===== src/rtl/nibble_serial_addsub_ctrl.sv =====
// ----------------------------------------------------------------------------
// nibble_serial_addsub_ctrl
//
// Purpose:
//   Drives one external 4-bit adder/subtractor to perform a WIDTH-bit add or
//   subtract, one nibble per clock, least significant nibble first. The carry
//   between nibbles is kept in a register. Operands come in over a
//   valid/ready handshake. Sum, final carry and signed overflow go out over a
//   second valid/ready handshake.
//
// Ports:
//   clk, rst             clock (rising edge), synchronous active-high reset
//   in_valid/in_ready    request handshake; in_ready is high only in IDLE
//   in_a, in_b, in_op    operands; in_op 0 = A+B, 1 = A-B
//   out_valid/out_ready  result handshake; out_valid is high only in DONE
//   out_sum              WIDTH-bit result
//   out_carry            final carry out (subtract: 1 = no borrow)
//   out_ovf              signed two's-complement overflow
//   busy                 high in RUN or DONE
//   dp_a, dp_b, dp_cin   nibble operands and carry-in to the external datapath
//   dp_s, dp_cout, dp_v  combinational sum, carry-out and overflow from it
//
// State table:
//   state   | meaning
//   IDLE    | waiting for a request; in_ready=1, datapath inputs driven to 0
//   RUN     | one nibble per cycle through the datapath, idx = current nibble
//   DONE    | result held on out_* with out_valid=1 until out_ready
// ----------------------------------------------------------------------------
module nibble_serial_addsub_ctrl #(
  parameter int WIDTH = 16
) (
  input  logic             clk,
  input  logic             rst,
  input  logic             in_valid,
  output logic             in_ready,
  input  logic [WIDTH-1:0] in_a,
  input  logic [WIDTH-1:0] in_b,
  input  logic             in_op,
  output logic             out_valid,
  input  logic             out_ready,
  output logic [WIDTH-1:0] out_sum,
  output logic             out_carry,
  output logic             out_ovf,
  output logic             busy,
  output logic [3:0]       dp_a,
  output logic [3:0]       dp_b,
  output logic             dp_cin,
  input  logic [3:0]       dp_s,
  input  logic             dp_cout,
  input  logic             dp_v
);

  localparam int NIBBLES = WIDTH / 4;
  localparam int IDXW    = (NIBBLES > 1) ? $clog2(NIBBLES) : 1;
  localparam logic [IDXW-1:0] LAST_IDX = IDXW'(NIBBLES - 1);

  typedef enum logic [1:0] {
    ST_IDLE = 2'd0,
    ST_RUN  = 2'd1,
    ST_DONE = 2'd2
  } state_t;

  state_t state_q, state_d;

  // Operands and result are kept as nibble arrays so the current nibble is
  // addressed directly by idx.
  logic [NIBBLES-1:0][3:0] a_q;
  logic [NIBBLES-1:0][3:0] b_q;
  logic [NIBBLES-1:0][3:0] sum_q;
  logic                    op_q;
  logic                    carry_q;
  logic                    ovf_q;
  logic [IDXW-1:0]         idx_q;

  logic accept;
  logic step;
  logic last_step;

  // --------------------------------------------------------------------------
  // State register
  // --------------------------------------------------------------------------
  always_ff @(posedge clk) begin
    if (rst) begin
      state_q <= ST_IDLE;
    end else begin
      state_q <= state_d;
    end
  end

  // --------------------------------------------------------------------------
  // Next state, handshake outputs and datapath drive
  // --------------------------------------------------------------------------
  always_comb begin
    state_d   = state_q;
    in_ready  = 1'b0;
    out_valid = 1'b0;
    busy      = 1'b0;
    accept    = 1'b0;
    step      = 1'b0;
    dp_a      = 4'h0;
    dp_b      = 4'h0;
    dp_cin    = 1'b0;
    last_step = (idx_q == LAST_IDX);

    case (state_q)
      ST_IDLE: begin
        in_ready = 1'b1;
        if (in_valid) begin
          accept  = 1'b1;
          state_d = ST_RUN;
        end
      end

      ST_RUN: begin
        busy   = 1'b1;
        step   = 1'b1;
        dp_a   = a_q[idx_q];
        // Subtract is A + ~B + 1; the +1 arrives through the carry register,
        // which is preloaded with op on accept.
        dp_b   = b_q[idx_q] ^ {4{op_q}};
        dp_cin = carry_q;
        if (last_step) begin
          state_d = ST_DONE;
        end
      end

      ST_DONE: begin
        busy      = 1'b1;
        out_valid = 1'b1;
        if (out_ready) begin
          state_d = ST_IDLE;
        end
      end

      default: begin
        state_d = ST_IDLE;
      end
    endcase
  end

  // --------------------------------------------------------------------------
  // Operand, result, carry and nibble-index registers
  // --------------------------------------------------------------------------
  always_ff @(posedge clk) begin
    if (rst) begin
      a_q     <= '0;
      b_q     <= '0;
      op_q    <= 1'b0;
      carry_q <= 1'b0;
      ovf_q   <= 1'b0;
      sum_q   <= '0;
      idx_q   <= '0;
    end else if (accept) begin
      a_q     <= in_a;
      b_q     <= in_b;
      op_q    <= in_op;
      carry_q <= in_op;
      idx_q   <= '0;
    end else if (step) begin
      sum_q[idx_q] <= dp_s;
      carry_q      <= dp_cout;
      ovf_q        <= dp_v;
      // Hold on the last nibble so idx never wraps within an operation.
      if (!last_step) begin
        idx_q <= idx_q + 1'b1;
      end
    end
  end

  // In DONE the carry register holds the final dp_cout and ovf_q the final
  // dp_v, so the result registers feed the outputs directly.
  assign out_sum   = sum_q;
  assign out_carry = carry_q;
  assign out_ovf   = ovf_q;

endmodule


===== config.mk =====
export PLATFORM = sky130hd
export DESIGN_NAME = nibble_serial_addsub_ctrl
export DESIGN_NICKNAME = d
export VERILOG_FILES = /design/src/rtl/nibble_serial_addsub_ctrl.sv
export SDC_FILE = /design/constraint.sdc
export NUM_CORES = 1
export LEC_CHECK = 0
export ABC_AREA = 1
export CELL_PAD_IN_SITES_DETAIL_PLACEMENT = 0
export CELL_PAD_IN_SITES_GLOBAL_PLACEMENT = 1
export CORE_UTILIZATION = 30
export DETAILED_ROUTE_END_ITERATION = 12
export GPL_TIMING_DRIVEN = 0
export PLACE_DENSITY_LB_ADDON = 0.1
export SKIP_CTS_REPAIR_TIMING = 1
export SLEW_MARGIN = 5
export SYNTH_ARGS = -nofsm -noshare
export SYNTH_HDL_FRONTEND = slang
export SYNTH_SLANG_ARGS = --single-unit

===== constraint.sdc =====
create_clock -name clk -period 1.4 [get_ports clk]
set_input_delay 0.14 -clock clk [delete_from_list [all_inputs] [get_ports clk]]
set_output_delay 0.14 -clock clk [all_outputs]
set_load 0.02 [all_outputs]

==> impl_metrics.csv <==
group,metric,value,unit
clock_network,path_clk_slew,0.10,ns
timing,hold_viol_final,0,
logic_synthesis,yosysTopAreaCell,"dfxtp_1",
power,seqPwrFrac,43.8,%
route,wl_per_cell,13.1,um
logic_synthesis,synth.top_cell.area_share,45.2,%
setup_path,cp.arrival,1.50,ns
setup_path,cp_max_fo,5,
global_route,grt_pass1_wl,10600,um
floorplan,rows,32,
power,leakage,1.85,nW
floorplan,coreArea,7810,um2
global_route,antenna_found_initial,0,
route,drt-pass1-iter-count,4,
run,maxCapViolations,0,
setup_path,critPathSlowestCell,"dfxtp_4",
placed_design,dpl.hpwl,4760,um
timing,grt_setup_unrepaired,"true",
global_route,grt_start_max_net_pins,17,
finish,drive_above_1_share,21.8,%
clock_network,clock-sinks,55,
setup_path,end_kind,"output pin",
logic_synthesis,ys_warn_count,0,
timing,fin_hold_ws,0.423,ns
clock_network,cts_buffers,5,
logic_synthesis,syn_area_per_cell,7.23,um2
logic_synthesis,synth_area_leaders,"dfxtp_1, nor2_1, o21ai_0",
setup_path,required,1.26,ns
power,peakVddDrop,0.000477,V
clock_network,cts_tree,"yes",
power,cellPowerDensity,1100,nW/um2
timing,slew_headroom,82.3,%
clock_network,cts_root_buf,"clkbuf_8",
setup_path,crit_top_cell,"nand3_2",
global_route,grt-ovfl-total,0,
clock_network,cts_max_level,2,
route,routed_wl,6910,um
timing,worst_slack,-0.243,ns
finish,finalNonFillerCells,528,
global_route,grt_pass1_vias,2125,
route,drc,0,
clock_network,clk_latency,0.31,ns
finish,antennaDiodeCount,0,
outcome,status,"finished with violations",
setup_path,path_class,"flop to output pin",
logic_synthesis,synth.net_count,388,
power,p_int,2.82,mW
floorplan,dieHeight,92.1,um
worst_hold_path,hold_class,"input port to flop",
outcome,violations,"negative setup slack",
finish,regArea,1110,um2
global_route,grt_usage,16.0,%
logic_synthesis,syn_area,2440,um2
route,drtIter0Drc,64,
power,p_sw,1.34,mW
timing,final.setup_skew,0.0110,ns
power,sw_frac_of_total,32.2,%
timing,drv_slew,0,
logic_synthesis,netlist_instances,337,
route,vias,2354,
route,detail-route-antenna-nets,0,
timing,tightest_slew,0.264,ns
timing,timing.fmax,0.609,GHz
floorplan,ios,73,
finish,multi_input_area,1320,um2
power,p_comb_share,32.7,%
power,pwr-share-clk,23.5,%
logic_synthesis,synthDistinctLibCells,22,
setup_path,cp_cell_sequence,"buf_12, clkbuf_16, nand2_4, nand3_2, nand3_2, nand2_1, nor2_1, buf_4",
placed_design,dp_cells,511,
setup_path,start_kind,"flop",
finish,syn_to_final_growth,54.8,%
floorplan,fp.dieW,92.1,um
route,viasPerCell,4.46,
timing,fin_crit_sh,117,%
finish,fill_cells,829,
timing,setup_viol,12,
setup_path,slowest_delay,0.38,ns
floorplan,dieArea,8480,um2
logic_synthesis,ys_seq_area_share,45.2,%
finish,num-nets-final,476,
clock_network,cts_buffer_depth,2,
floorplan,start_util,31.2,%
timing,fin_crit,1.64,ns
logic_synthesis,synth_seq_cells,55,
placed_design,gp_congestion,0.740,
placed_design,numPortBuffers,72,
==> path summary, 6_finish.rpt <==
kind	start	to	slack, ns	cells past startpoint
setup reg to reg	idx_q[0]$_SDFFE_PP0P_	out_sum[8]$_SDFFE_PP0P_	-0.04	8
hold reg to reg	out_sum[2]$_SDFFE_PP0P_	out_sum[2]$_SDFFE_PP0P_	0.49	2
setup / recovery	idx_q[0]$_SDFFE_PP0P_	dp_b[2]	-0.24	8
hold / removal	rst	state_q[1]$_SDFFE_PP0P_	0.42	2
==> metrics by stage <==
stage / util, % / total power, mW / setup WS [ns] / TNS [ns] / cell area (um2)
floorplan: - / 2.51 / 0.0645 / 0 / 2440
global placement: 42.1 / 2.94 / -0.475 / -6.01 / 3280
detailed placement: 42.1 / 2.95 / -0.461 / -6.63 / 3280
CTS: 43.4 / 3.94 / -0.821 / -11.67 / 3390
global route: 48.3 / 4.44 / -0.316 / -3.03 / 3770
finish: 48.3 / 4.16 / -0.243 / -1.86 / 3770
==> layout by cell type, fill, tap and decap left out <==
master,n
mux2i_1,1
nand2_1,26
dfxtp_1,51
nand2_4,4
a211oi_1,1
nand3_2,7
ha_4,3
ha_2,1
o21ai_1,15
inv_8,1
clkbuf_16,2
inv_1,6
inv_4,1
nand2_2,3
nor2_2,7
nor2_1,111
dfxtp_4,2
ha_1,4
a21oi_1,5
nand2_8,1
buf_12,4
a21oi_2,5
o21ai_0,42
nor2_4,3
clkinvlp_4,2
inv_2,4
buf_8,1
o21ai_2,1
clkbuf_4,1
clkbuf_8,7
dfxtp_2,2
nand3_1,9
clkdlybuf4s50_1,42
dlymetal6s2s_1,19
clkbuf_2,4
buf_6,6
o21bai_1,1
inv_6,2
buf_2,5
buf_4,14
==> cells by family (layout without fill, tap and decap cells) <==
logic type               after synthesis  after routing  synth area share [%]
AO/OA/AOI/OAI                         70             70                  14.6
adder cells (fa/ha/maj)                8              8                  4.11
buffers and inverters                 32            121                  7.70
flip-flops                            55             55                  45.2
multiplexers                           1              1                 0.411
AND/OR/NAND/NOR                      171            171                  28.0
==> state kept, by name, summed over array words and instances, names as in the netlist <==
name and count:
out_carry 1, a_q 16, b_q 16, out_ovf 1, state_q 2, op_q 1, idx_q 2, out_sum 16
==> area by class of cell <==
class	count	area share, %
repair buffers	81	23.1
well taps	102	3.39
flip-flops and latches	55	29.5
inverters	15	2.12
clock buffers	7	2.56
multi-input cells	250	35.0
clock inverters	1	0.199
plain buffers	17	4.15
==> worst max-delay path: cells and delay by family (launching register included) <==
family	cells	cell delay, ns
buffers and inverters	3	0.45
AND/OR/NAND/NOR	5	0.36
flip-flops	1	0.38
==> synthesized netlist by cell type (all sizes together) <==
master and instances:
a21oi 10, o21bai 1, clkbuf 4, a211oi 1, nand3 16, o21ai 58, nand2 34, inv 15
ha 8, nor2 121, mux2i 1, buf 13, dfxtp 55
==> layer usage <==
| metal | GRT usage (%) | vias up | wire [um] |
|---|---|---|---|
| met1 | 22.4 | 1047 | 3420 |
| met4 | 4.69 | 0 | 80 |
| li1 | - | 1256 | - |
| met3 | 2.82 | 7 | 221 |
| met5 | 0 | - | 0 |
| met2 | 24.9 | 44 | 3200 |
==> power by group through the flow <==
stage,registers [mW],clock network (mW),logic (mW)
after floorplan,1.87,0,0.635
after global placement,1.84,0,1.10
after detailed placement,1.84,0,1.11
after CTS,1.81,1.02,1.11
after global routing,1.85,1.10,1.49
final,1.82,0.976,1.36
Note: power is estimated with default switching activity, not from simulation.
